## src/rtl/evict_writeback_buffer_pkg.sv

```systemverilog
// rtl/evict_writeback_buffer_pkg.sv - shared cache geometry constants and victim entry layout
package evict_writeback_buffer_pkg;

  // Geometry shared with dual_port_blockram and the cache controller
  localparam int SINGLE_ELEMENT_SIZE_IN_BITS = 64;
  localparam int SET_PTR_WIDTH_IN_BITS       = 6;
  localparam int FIFO_DEPTH                  = 4;
  localparam int FIFO_PTR_WIDTH_IN_BITS      = 2;

  // A queued victim: set address in the upper bits, evicted element below
  typedef struct packed {
    logic [SET_PTR_WIDTH_IN_BITS-1:0]       set_addr;
    logic [SINGLE_ELEMENT_SIZE_IN_BITS-1:0] element;
  } victim_t;

  localparam int VICTIM_WIDTH = SET_PTR_WIDTH_IN_BITS + SINGLE_ELEMENT_SIZE_IN_BITS;

endpackage

```

## src/rtl/evict_writeback_buffer_victim_fifo.sv

```systemverilog
// rtl/evict_writeback_buffer_victim_fifo.sv - first-word fall-through circular FIFO with count and sticky overflow
module evict_writeback_buffer_victim_fifo
  import evict_writeback_buffer_pkg::*;
#(
  parameter int WIDTH = VICTIM_WIDTH,
  parameter int DEPTH = FIFO_DEPTH,
  parameter int PTR_W = FIFO_PTR_WIDTH_IN_BITS
) (
  input  logic             clk_in,
  input  logic             reset_in,
  input  logic             push_in,
  input  logic [WIDTH-1:0] push_data_in,
  input  logic             pop_in,
  output logic             head_valid_out,
  output logic [WIDTH-1:0] head_data_out,
  output logic             full_out,
  output logic [PTR_W:0]   count_out,
  output logic             overflow_out
);

  localparam logic [PTR_W:0] DEPTH_C = (PTR_W + 1)'(DEPTH);

  logic [WIDTH-1:0] mem_q [DEPTH];
  logic [WIDTH-1:0] mem_d [DEPTH];
  logic [PTR_W-1:0] wr_ptr_q, wr_ptr_d;
  logic [PTR_W-1:0] rd_ptr_q, rd_ptr_d;
  logic [PTR_W:0]   count_q, count_d;
  logic             overflow_q, overflow_d;
  logic             pop_ok;
  logic             push_ok;

  // Next-state: a pop frees its slot in the same cycle, so push at full is legal with a pop
  always_comb begin
    mem_d      = mem_q;
    wr_ptr_d   = wr_ptr_q;
    rd_ptr_d   = rd_ptr_q;
    pop_ok     = pop_in && (count_q != '0);
    push_ok    = push_in && ((count_q != DEPTH_C) || pop_ok);
    overflow_d = overflow_q | (push_in & ~push_ok);
    if (push_ok) begin
      mem_d[wr_ptr_q] = push_data_in;
      wr_ptr_d        = wr_ptr_q + 1'b1;
    end
    if (pop_ok) begin
      rd_ptr_d = rd_ptr_q + 1'b1;
    end
    count_d = count_q + {{PTR_W{1'b0}}, push_ok} - {{PTR_W{1'b0}}, pop_ok};
  end

  // State registers; reset discards every queued entry
  always_ff @(posedge clk_in or negedge reset_in) begin
    if (!reset_in) begin
      for (int i = 0; i < DEPTH; i++) begin
        mem_q[i] <= '0;
      end
      wr_ptr_q   <= '0;
      rd_ptr_q   <= '0;
      count_q    <= '0;
      overflow_q <= 1'b0;
    end else begin
      mem_q      <= mem_d;
      wr_ptr_q   <= wr_ptr_d;
      rd_ptr_q   <= rd_ptr_d;
      count_q    <= count_d;
      overflow_q <= overflow_d;
    end
  end

  // Head view is forced to zero when empty so stale slots never leak out
  always_comb begin
    head_valid_out = (count_q != '0);
    head_data_out  = head_valid_out ? mem_q[rd_ptr_q] : '0;
    full_out       = (count_q == DEPTH_C);
    count_out      = count_q;
    overflow_out   = overflow_q;
  end

endmodule

```

## src/rtl/evict_writeback_buffer.sv

```systemverilog
// rtl/evict_writeback_buffer.sv - captures dirty blockram victims and drains them to the next level
module evict_writeback_buffer #(
  parameter int SINGLE_ELEMENT_SIZE_IN_BITS = evict_writeback_buffer_pkg::SINGLE_ELEMENT_SIZE_IN_BITS,
  parameter int SET_PTR_WIDTH_IN_BITS       = evict_writeback_buffer_pkg::SET_PTR_WIDTH_IN_BITS,
  parameter int FIFO_DEPTH                  = evict_writeback_buffer_pkg::FIFO_DEPTH,
  parameter int FIFO_PTR_WIDTH_IN_BITS      = evict_writeback_buffer_pkg::FIFO_PTR_WIDTH_IN_BITS
) (
  input  logic                                   clk_in,
  input  logic                                   reset_in,
  input  logic                                   write_en_in,
  input  logic [SET_PTR_WIDTH_IN_BITS-1:0]       write_set_addr_in,
  input  logic                                   write_victim_dirty_in,
  input  logic [SINGLE_ELEMENT_SIZE_IN_BITS-1:0] evict_element_in,
  output logic                                   stall_out,
  output logic                                   wb_valid_out,
  output logic [SET_PTR_WIDTH_IN_BITS-1:0]       wb_set_addr_out,
  output logic [SINGLE_ELEMENT_SIZE_IN_BITS-1:0] wb_element_out,
  input  logic                                   wb_ready_in,
  output logic [FIFO_PTR_WIDTH_IN_BITS:0]        count_out,
  output logic                                   overflow_error_out
);

  localparam int ENTRY_W = SET_PTR_WIDTH_IN_BITS + SINGLE_ELEMENT_SIZE_IN_BITS;
  localparam int OCC_W   = FIFO_PTR_WIDTH_IN_BITS + 2;

  logic                             pending_valid_q, pending_valid_d;
  logic [SET_PTR_WIDTH_IN_BITS-1:0] pending_addr_q, pending_addr_d;
  logic [ENTRY_W-1:0]               push_data;
  logic [ENTRY_W-1:0]               head_data;
  logic                             head_valid;
  logic                             fifo_full;
  logic [FIFO_PTR_WIDTH_IN_BITS:0]  fifo_count;
  logic                             fifo_overflow;
  logic [OCC_W-1:0]                 occupancy;

  // Capture stage: remember which set a dirty write evicts; the data arrives a cycle later
  always_comb begin
    pending_valid_d = write_en_in & write_victim_dirty_in;
    pending_addr_d  = pending_valid_d ? write_set_addr_in : pending_addr_q;
    push_data       = {pending_addr_q, evict_element_in};
  end

  // Capture registers
  always_ff @(posedge clk_in or negedge reset_in) begin
    if (!reset_in) begin
      pending_valid_q <= 1'b0;
      pending_addr_q  <= '0;
    end else begin
      pending_valid_q <= pending_valid_d;
      pending_addr_q  <= pending_addr_d;
    end
  end

  evict_writeback_buffer_victim_fifo #(
    .WIDTH (ENTRY_W),
    .DEPTH (FIFO_DEPTH),
    .PTR_W (FIFO_PTR_WIDTH_IN_BITS)
  ) u_victim_fifo (
    .clk_in         (clk_in),
    .reset_in       (reset_in),
    .push_in        (pending_valid_q),
    .push_data_in   (push_data),
    .pop_in         (wb_ready_in),
    .head_valid_out (head_valid),
    .head_data_out  (head_data),
    .full_out       (fifo_full),
    .count_out      (fifo_count),
    .overflow_out   (fifo_overflow)
  );

  // Stall counts the in-flight capture so an accepted write always finds a free slot
  always_comb begin
    occupancy          = {1'b0, fifo_count} + {{(OCC_W-1){1'b0}}, pending_valid_q};
    stall_out          = (occupancy >= OCC_W'(FIFO_DEPTH)) | (fifo_full & pending_valid_q);
    wb_valid_out       = head_valid;
    wb_set_addr_out    = head_data[ENTRY_W-1:SINGLE_ELEMENT_SIZE_IN_BITS];
    wb_element_out     = head_data[SINGLE_ELEMENT_SIZE_IN_BITS-1:0];
    count_out          = fifo_count;
    overflow_error_out = fifo_overflow;
  end

endmodule

```

## config.mk

```make
export PLATFORM = sky130hd
export DESIGN_NAME = evict_writeback_buffer
export DESIGN_NICKNAME = d
export VERILOG_FILES = /design/src/rtl/evict_writeback_buffer_pkg.sv /design/src/rtl/evict_writeback_buffer_victim_fifo.sv /design/src/rtl/evict_writeback_buffer.sv
export SDC_FILE = /design/constraint.sdc
export NUM_CORES = 1
export LEC_CHECK = 0
export CORE_ASPECT_RATIO = 0.75
export CORE_MARGIN = 2
export CORE_UTILIZATION = 40
export DETAILED_ROUTE_END_ITERATION = 8
export GPL_TIMING_DRIVEN = 0
export SYNTH_ARGS = -nofsm -noshare
export SYNTH_HDL_FRONTEND = slang
export SYNTH_HIERARCHICAL = 1
export SYNTH_SLANG_ARGS = --single-unit
```

## constraint.sdc

```tcl
create_clock -name clk_in -period 2.3 [get_ports clk_in]
set_input_delay 0.345 -clock clk_in [delete_from_list [all_inputs] [get_ports clk_in]]
set_output_delay 0.345 -clock clk_in [all_outputs]
set_load 0.05 [all_outputs]
```

==> results_dict.tcl, run 1 <==
set metrics [dict create \
    rsz0062_at_grt "yes" \
    path_max_fanout 10 \
    status "complete, but fails checks" \
    yosysWarnings 6 \
    end_kind "output pin" \
    area_delta_synth_final_pct 28.2 \
    worstHoldPathType "in -> async" \
    diodes 0 \
    grt_use_total 0.176 \
    drive_gt1_frac 0.599 \
    dp_cells 1406 \
    grt_use_met3 0.0326 \
    crit_arrival_ns 2.19 \
    coreArea_um2 32600 \
    fin_skew_ns 0.0200 \
    pre_cts_slack_ns -0.830 \
    worst_pin_slew_ns 0.717 \
    wirelength_um 30000 \
    synth_nets 894 \
    syn_inst 812 \
    ys_seq_elements 295 \
    hpwl_um 19000 \
    clock_path_buffers 3 \
    first_global_vias 7986 \
    seq_area_frac_synth 0.554 \
    placed_cell_area_um2 15500 \
    ant_nets 0 \
    setup_ws_ns -0.240 \
    start_kind "register" \
    use_met2 0.277 \
    postSynthAreaPerCell_um2 16.4 \
    cts.clk_slew.worst_paths_ns 0.07 \
    synth.distinct_cells 22 \
    wl_per_cell_um 20.4 \
    clkSinkCount 295 \
    io_pins 151 \
    drc 0 \
    routabilityCongestion 0.731 \
    reg2reg_depth 10 \
    drt_iter0_markers 301 \
    r2r_start "u_victim_fifo/count_out[0]" \
    cts_root_buf "clkbuf_16" \
    htreeDepth 1 \
    finalCritPeriodShare 1.10 \
    busiest_layer "met2" \
    chipHeight_um 162 \
    setup_violations 71 \
    met1_usage 0.260 \
    drv_cap 0 \
    drv_slew 0 \
    cp_data_required_time_ns 1.96 \
    worstSkewPairLatency_ns 0.57 \
    period_minus_slack_ns 2.54 \
    port-buffer-count 150 \
    layout_common_cells "dfrtp_1, mux2_2, buf_6" \
    grt_max_degree 117 \
    firstDrtPassIters 6 \
    max_freq_mhz 394 \
    synth_area_um2 13300 \
    grt_pass1_wl_um 47500 \
    stdcell_count 1470 \
    nFillCells 2792 \
    antenna_found_initial 0 \
    fin_area_um2 17100 \
    regArea_um2 7390 \
    start_util 0.409 \
    timing.rr.end "u_victim_fifo/count_out[2]" \
    critical_path_class "reg -> out" \
    multi_input_area_um2 5700 \
    viasPerCell 5.11 \
    hold_violations 0 \
    r2r_setup_slack_ns -0.04 \
    die-area_um2 34800 \
    mostFrequentLayoutCell "dfrtp_1" \
    die_w_um 215 \
    finalNetCount 1090 \
    cts_tree "done" \
    placementRows 57 \
    cts_buffers 31 \
    num_vias 7514 \
    final_core_utilization 0.524 \
    max_slew_margin 0.521 \
    violations "negative setup slack" \
    grt-ovfl-total 0 \
]
==> routing by layer <==
metal  vias to the layer above  share of wire
met5                         -              0
li1                       3378              -
met3                        35          0.036
met4                         0          0.015
met2                       117           0.47
met1                      3984           0.48
==> final cells by class <==
type / count / area share
plain buffers: 51 / 0.0393
clock buffers: 42 / 0.0507
clock inverters: 11 / 0.00820
inverters: 7 / 0.00154
multi-input cells: 458 / 0.334
flip-flops and latches: 295 / 0.433
well taps: 442 / 0.0324
repair buffers: 164 / 0.102
==> worst max-delay path by stage <==
stage | startpoint | end | cells after the start | slack (ns)
after floorplan | u_victim_fifo/count_out[0] | u_victim_fifo/count_out[2] | 10 | -0.1
after global placement | reset_in | u_victim_fifo/count_out[0] | 1 | -14.57
after global routing | u_victim_fifo/rd_ptr_q[0] | wb_element_out[1] | 5 | -0.33
after detailed placement | u_victim_fifo/rd_ptr_q[1] | wb_element_out[61] | 5 | -0.83
after CTS | u_victim_fifo/rd_ptr_q[0] | wb_element_out[17] | 5 | -0.28
final | u_victim_fifo/count_out[0] | wb_element_out[1] | 5 | -0.24
==> state kept, by name, indices dropped and copies added, names as in the netlist <==
name / flops
u_victim_fifo/mem_q: 280
pending_addr_q: 6
u_victim_fifo/count_out: 3
u_victim_fifo/rd_ptr_q: 2
u_victim_fifo/wr_ptr_q: 2
pending_valid_q: 1
u_victim_fifo/overflow_out: 1
==> cell usage after synthesis (all sizes together) <==
master | instances | area share
nand2b | 1 | 0.00047
and2 | 71 | 0.033
a21oi | 1 | 0.00038
ha | 6 | 0.0056
mux4 | 70 | 0.12
xnor2 | 4 | 0.0026
nor4b | 1 | 0.0018
buf | 36 | 0.027
xor2 | 1 | 0.00066
nor2 | 4 | 0.0019
or3 | 1 | 0.00047
nand3 | 2 | 0.00075
fa | 1 | 0.0015
clkbuf | 16 | 0.0045
nand2 | 6 | 0.0019
nor3b | 1 | 0.00056
mux2 | 287 | 0.24
a31o | 1 | 0.00066
dfrtp | 295 | 0.55
inv | 7 | 0.0020
==> cells by family (layout without fill, tap and decap cells) <==
kind of cell	Yosys count	after routing	share of synthesized area
AOI/OAI and AO/OA	2	2	0.00103
xor gates and xnor gates	5	5	0.00328
adders and majority gates	7	7	0.00713
buffers and inverters	59	275	0.0331
DFF	295	295	0.554
muxes	357	357	0.361
and+or+nand+nor	87	87	0.0411
==> through the flow <==
step | TNS, ns | hold WS (ns)
3_5_place_dp | -93.16 | 0.330
2_1_floorplan | -0.0986 | 0.0494
3_3_place_gp | -3748.52 | 0.459
5_1_grt | -18.51 | 0.365
6_report | -12.28 | 0.321
4_1_cts | -16.73 | 0.334
==> repair_timing <==
action | CTS | global route
cloned | 2 | 1
endpoints found under the hold margin | 68 | 0
endpoints found under the setup margin | 74 | 76
pin swaps | 1 | 1
gates resized for setup | 566 | 62
buffers inserted | 7 | 1
hold buffers | 1 | 0
==> worst max-delay path, stage by stage (launching register included) <==
cell and delay [ns]:
dfrtp_4 0.48, or3_4 0.41, clkbuf_16 0.20, clkbuf_8 0.18, and2_1 0.16, buf_4 0.19
Power of run 1 is not shown: default switching activity piles up to over one toggle a cycle in this logic, so the estimate is an artifact.
==> inputs of run 2 (changes only) <==
--- a/config.mk
+++ b/config.mk
@@ -10,6 +10,7 @@
 export CORE_UTILIZATION = 40
 export DETAILED_ROUTE_END_ITERATION = 8
 export GPL_TIMING_DRIVEN = 0
+export REMOVE_ABC_BUFFERS = 1
 export SYNTH_ARGS = -nofsm -noshare
 export SYNTH_HDL_FRONTEND = slang
 export SYNTH_HIERARCHICAL = 1
==> results_dict.tcl, run 2 (synthesis results as in run 1) <==
set metrics [dict create \
    largest-register "u_victim_fifo/mem_q" \
    crit_chain "buf_12, buf_12, buf_16, buf_6, mux4_2, and2_4, buf_8" \
    viasPerCell 5.20 \
    area_delta_synth_final_pct 28.9 \
    crit_arrival_ns 2.36 \
    fin_skew_ns 0.0120 \
    period_minus_slack_ns 2.70 \
    fin_area_um2 17200 \
    pre_cts_slack_ns -0.952 \
    placed_cell_area_um2 15300 \
    mostFrequentLayoutCell "dfrtp_1" \
    firstDrtPassIters 4 \
    regArea_um2 7400 \
    htreeDepth 1 \
    max_freq_mhz 370 \
    violations "negative setup slack" \
    critical_path.top_delay_family "buffers and inverters" \
    drive_gt1_frac 0.591 \
    grt-ovfl-total 0 \
    chipHeight_um 162 \
    multi_input_area_um2 5780 \
    die-area_um2 34800 \
    final_core_utilization 0.527 \
    drc 0 \
    grt_pass1_wl_um 49300 \
    setup_ws_ns -0.401 \
    io_pins 151 \
    cp_slowest_cell "dfrtp_4" \
    diodes 0 \
    num_vias 7686 \
    coreArea_um2 32600 \
    worstSkewPairLatency_ns 0.55 \
    grt_max_degree 115 \
    hpwl_um 17000 \
    clkSinkCount 295 \
    largest_reg_flops 280 \
    start_kind "register" \
    drv_cap 0 \
    ant_nets 0 \
    worst_pin_slew_ns 0.944 \
    grt_use_total 0.184 \
    cts_tree "done" \
    start_util 0.409 \
    setup_violations 72 \
    crit_top_cell "buf_12" \
    cp_slowest_stage_delay_ns 0.49 \
    drv_slew 0 \
    drt_iter0_markers 388 \
    cts_root_buf "clkbuf_16" \
    placementRows 57 \
    rsz0062_at_grt "yes" \
    max_slew_margin 0.370 \
    antenna_found_initial 4 \
    cts.clk_slew.worst_paths_ns 0.06 \
    die_w_um 215 \
    worstHoldPathType "in -> reg" \
    r2r_setup_slack_ns -0.14 \
    clock_path_buffers 3 \
    routabilityCongestion 0.686 \
    nFillCells 2721 \
    hold_violations 0 \
    wl_per_cell_um 21.9 \
    worst-path-buf-inv 5 \
    cts_buffers 30 \
    wirelength_um 32400 \
    finalNetCount 1098 \
    cp_data_required_time_ns 1.96 \
    status "complete, but fails checks" \
    port-buffer-count 150 \
    end_kind "output pin" \
    layout_common_cells "dfrtp_1, mux2_2, clkdlybuf4s50_1" \
    first_global_vias 8125 \
    path_max_fanout 8 \
    critical_path_class "reg -> out" \
    finalCritPeriodShare 1.17 \
]
-- run 2: changes by cell type in the layout (fill, tap and decap cells not counted), sizes merged --
cell           delta
buf              +11
clkbuf           -13
clkdlybuf4s50     -1
clkinv            +2
clkinvlp          +2
dlygate4sd2       +1
inv               -2
nor2              +3
or3               +5
-- run 2: stage by stage --
stage	setup TNS (ns)	cells	hold WS, ns
CTS	-33.96	1457	0.371
detailed placement	-103.40	1365	0.469
floorplan	-418.48	760	0.0494
finish	-18.48	1478	0.402
global route	-24.01	1478	0.373
global placement	-4739.65	1352	0.457
-- run 2: layout make-up --
cell class	instances	area share
Multi-Input combinational cell	466	0.336
Clock inverter	13	0.00845
Timing Repair Buffer	216	0.143
Sequential cell	295	0.431
Tap cell	442	0.0322
Inverter	7	0.00153
Clock buffer	39	0.0481
-- run 2: repair_timing --
item	CTS	global route
hold endpoints to repair	113	0
gates cloned	7	3
setup endpoints to repair	110	214
pin swaps	14	24
setup buffers	32	19
hold buffers	1	0
resized for setup	425	135
-- run 2: worst reg2reg max path: stages, from the launching register on --
cell and delay (ns):
dfrtp_4 0.55, or3_4 0.54, and2_4 0.20, ha_4 0.21
inv_2 0.06, ha_4 0.11, inv_2 0.03, fa_2 0.36
xnor2_2 0.14, xnor2_1 0.12
-- run 2: worst paths after layout --
path / startpoint / end / depth (start not counted)
hold reg to reg: u_victim_fifo/mem_q[60] / u_victim_fifo/mem_q[60] / 1
min in group asynchronous: reset_in / u_victim_fifo/mem_q[159] / 2
hold / removal: write_set_addr_in[5] / pending_addr_q[5] / 2
setup / recovery: u_victim_fifo/rd_ptr_q[0] / wb_element_out[41] / 7
setup reg to reg: u_victim_fifo/count_out[0] / u_victim_fifo/count_out[2] / 9
max in group asynchronous: reset_in / u_victim_fifo/count_out[0] / 4
-- run 2: layer usage --
layer | GRT usage | up-vias | wire (um) | share of wire
met5 | 0 | - | 27 | 0.00083
met4 | 0.0297 | 4 | 355 | 0.011
met3 | 0.0356 | 32 | 1440 | 0.045
met2 | 0.285 | 146 | 14700 | 0.45
met1 | 0.274 | 4111 | 15800 | 0.49
li1 | - | 3393 | - | -
Power of run 2 is left out for the same reason.
==> inputs of run 3 (changes only) <==
--- a/config.mk
+++ b/config.mk
@@ -5,11 +5,14 @@
 export SDC_FILE = /design/constraint.sdc
 export NUM_CORES = 1
 export LEC_CHECK = 0
+export CELL_PAD_IN_SITES_DETAIL_PLACEMENT = 0
+export CELL_PAD_IN_SITES_GLOBAL_PLACEMENT = 1
 export CORE_ASPECT_RATIO = 0.75
 export CORE_MARGIN = 2
 export CORE_UTILIZATION = 40
 export DETAILED_ROUTE_END_ITERATION = 8
 export GPL_TIMING_DRIVEN = 0
+export PLACE_DENSITY_LB_ADDON = 0.1
 export REMOVE_ABC_BUFFERS = 1
 export SYNTH_ARGS = -nofsm -noshare
 export SYNTH_HDL_FRONTEND = slang
==> constraint.sdc (replaced) <==
create_clock -name clk_in -period 3.12 [get_ports clk_in]
set_input_delay 0.468 -clock clk_in [delete_from_list [all_inputs] [get_ports clk_in]]
set_output_delay 0.468 -clock clk_in [all_outputs]
set_load 0.05 [all_outputs]
==> results_dict.tcl, run 3 (synthesis results as in run 1) <==
set metrics [dict create \
    drv_slew 0 \
    io_pins 151 \
    antenna_found_initial 3 \
    start_util 0.409 \
    cts_buffers 30 \
    cts_tree "done" \
    die-area_um2 34800 \
    max_freq_mhz 330 \
    grt-ovfl-total 0 \
    finalNetCount 1047 \
    r2r_setup_slack_ns 0.29 \
    finalSetupTns_ns 0 \
    rsz0062_at_grt "yes" \
    period_minus_slack_ns 3.03 \
    wirelength_um 31400 \
    start_kind "register" \
    end_kind "output pin" \
    drive_gt1_frac 0.444 \
    hpwl_um 19100 \
    drc 0 \
    htreeDepth 1 \
    cts.clk_slew.worst_paths_ns 0.06 \
    finalCritPeriodShare 0.972 \
    stdcell_count 1430 \
    cp_data_required_time_ns 2.65 \
    first_global_vias 8611 \
    crit_arrival_ns 2.57 \
    wl_per_cell_um 21.9 \
    largest_reg_flops 280 \
    grt_max_degree 125 \
    drt_iter0_markers 291 \
    hold_violations 0 \
    max_slew_margin 0.551 \
    ant_nets 0 \
    viasPerCell 5.20 \
    layout_common_cells "dfrtp_1, mux2_2, clkdlybuf4s50_1" \
    clock_path_buffers 3 \
    final_core_utilization 0.505 \
    drv_cap 0 \
    firstDrtPassIters 4 \
    placementRows 57 \
    grt_use_total 0.183 \
    status "completed" \
    largest-register "u_victim_fifo/mem_q" \
    setup_violations 0 \
    critical_path_class "reg -> out" \
    cts_root_buf "clkbuf_16" \
    worstHoldPathType "in -> async" \
    num_vias 7439 \
    area_delta_synth_final_pct 23.4 \
    path_max_fanout 39 \
    nFillCells 2677 \
    coreArea_um2 32600 \
    grt_pass1_wl_um 49400 \
    routabilityCongestion 0.706 \
    reg2reg_depth 9 \
    dp_cells 1368 \
    mostFrequentLayoutCell "dfrtp_1" \
    die_w_um 215 \
    worstSkewPairLatency_ns 0.55 \
    worst_pin_slew_ns 0.671 \
    fin_skew_ns 0.0128 \
    clkSinkCount 295 \
    port-buffer-count 150 \
    chipHeight_um 162 \
]
[run 3: worst paths after layout]
path | start | endpoint
setup / recovery | u_victim_fifo/rd_ptr_q[1] | wb_set_addr_out[2]
hold / removal | reset_in | u_victim_fifo/mem_q[241]
setup reg to reg | u_victim_fifo/count_out[1] | u_victim_fifo/count_out[2]
hold reg to reg | u_victim_fifo/overflow_out | u_victim_fifo/overflow_out
max in group asynchronous | reset_in | u_victim_fifo/mem_q[93]
min in group clk_in | u_victim_fifo/overflow_out | u_victim_fifo/overflow_out
[run 3: through the flow]
| step | hold slack (ns) | cell area [um2] | worst slack [ns] |
|---|---|---|---|
| finish | 0.435 | 16500 | 0.0868 |
| floorplan | 0.172 | 12900 | -1.15 |
| global placement | 0.461 | 15000 | -10.00 |
| global route | 0.470 | 16400 | -0.00604 |
| CTS | 0.436 | 16400 | 0.0182 |
| detailed placement | 0.431 | 15400 | -0.244 |
[run 3: critical path, stage by stage (launching register included)]
cell and delay [ns]:
dfrtp_4 0.68, buf_16 0.32, mux4_2 0.35, and2_1 0.20
dlygate4sd2_1 0.43
[run 3: cell type report]
class | count | area [um2] | share of cell area
Sequential cell | 295 | 7390 | 0.449
Antenna cell | 1 | 2.50 | 0.000152
Clock inverter | 9 | 124 | 0.00753
Inverter | 7 | 26.3 | 0.00160
Timing Repair Buffer | 172 | 1900 | 0.116
Tap cell | 442 | 553 | 0.0336
Multi-Input combinational cell | 459 | 5550 | 0.337
Clock buffer | 45 | 908 | 0.0552
[run 3: repair_timing]
| action | in CTS | in global routing |
|---|---|---|
| pin swaps | 2 | 1 |
| hold endpoints to repair | 59 | 0 |
| hold buffers | 1 | 0 |
| gates resized for setup | 72 | 5 |
| buffers inserted | 5 | 0 |
| gates cloned | 1 | 1 |
| endpoints found under the setup margin | 71 | 29 |
[run 3: metal layers]
layer  GRT usage  part of all wire  wire length, um
met3      0.0388             0.044             1370
met1       0.230              0.42            13300
met2       0.326              0.51            16100
met4      0.0439             0.019              610
met5           0           0.00038               12
Power of run 3 is left out for the same reason.
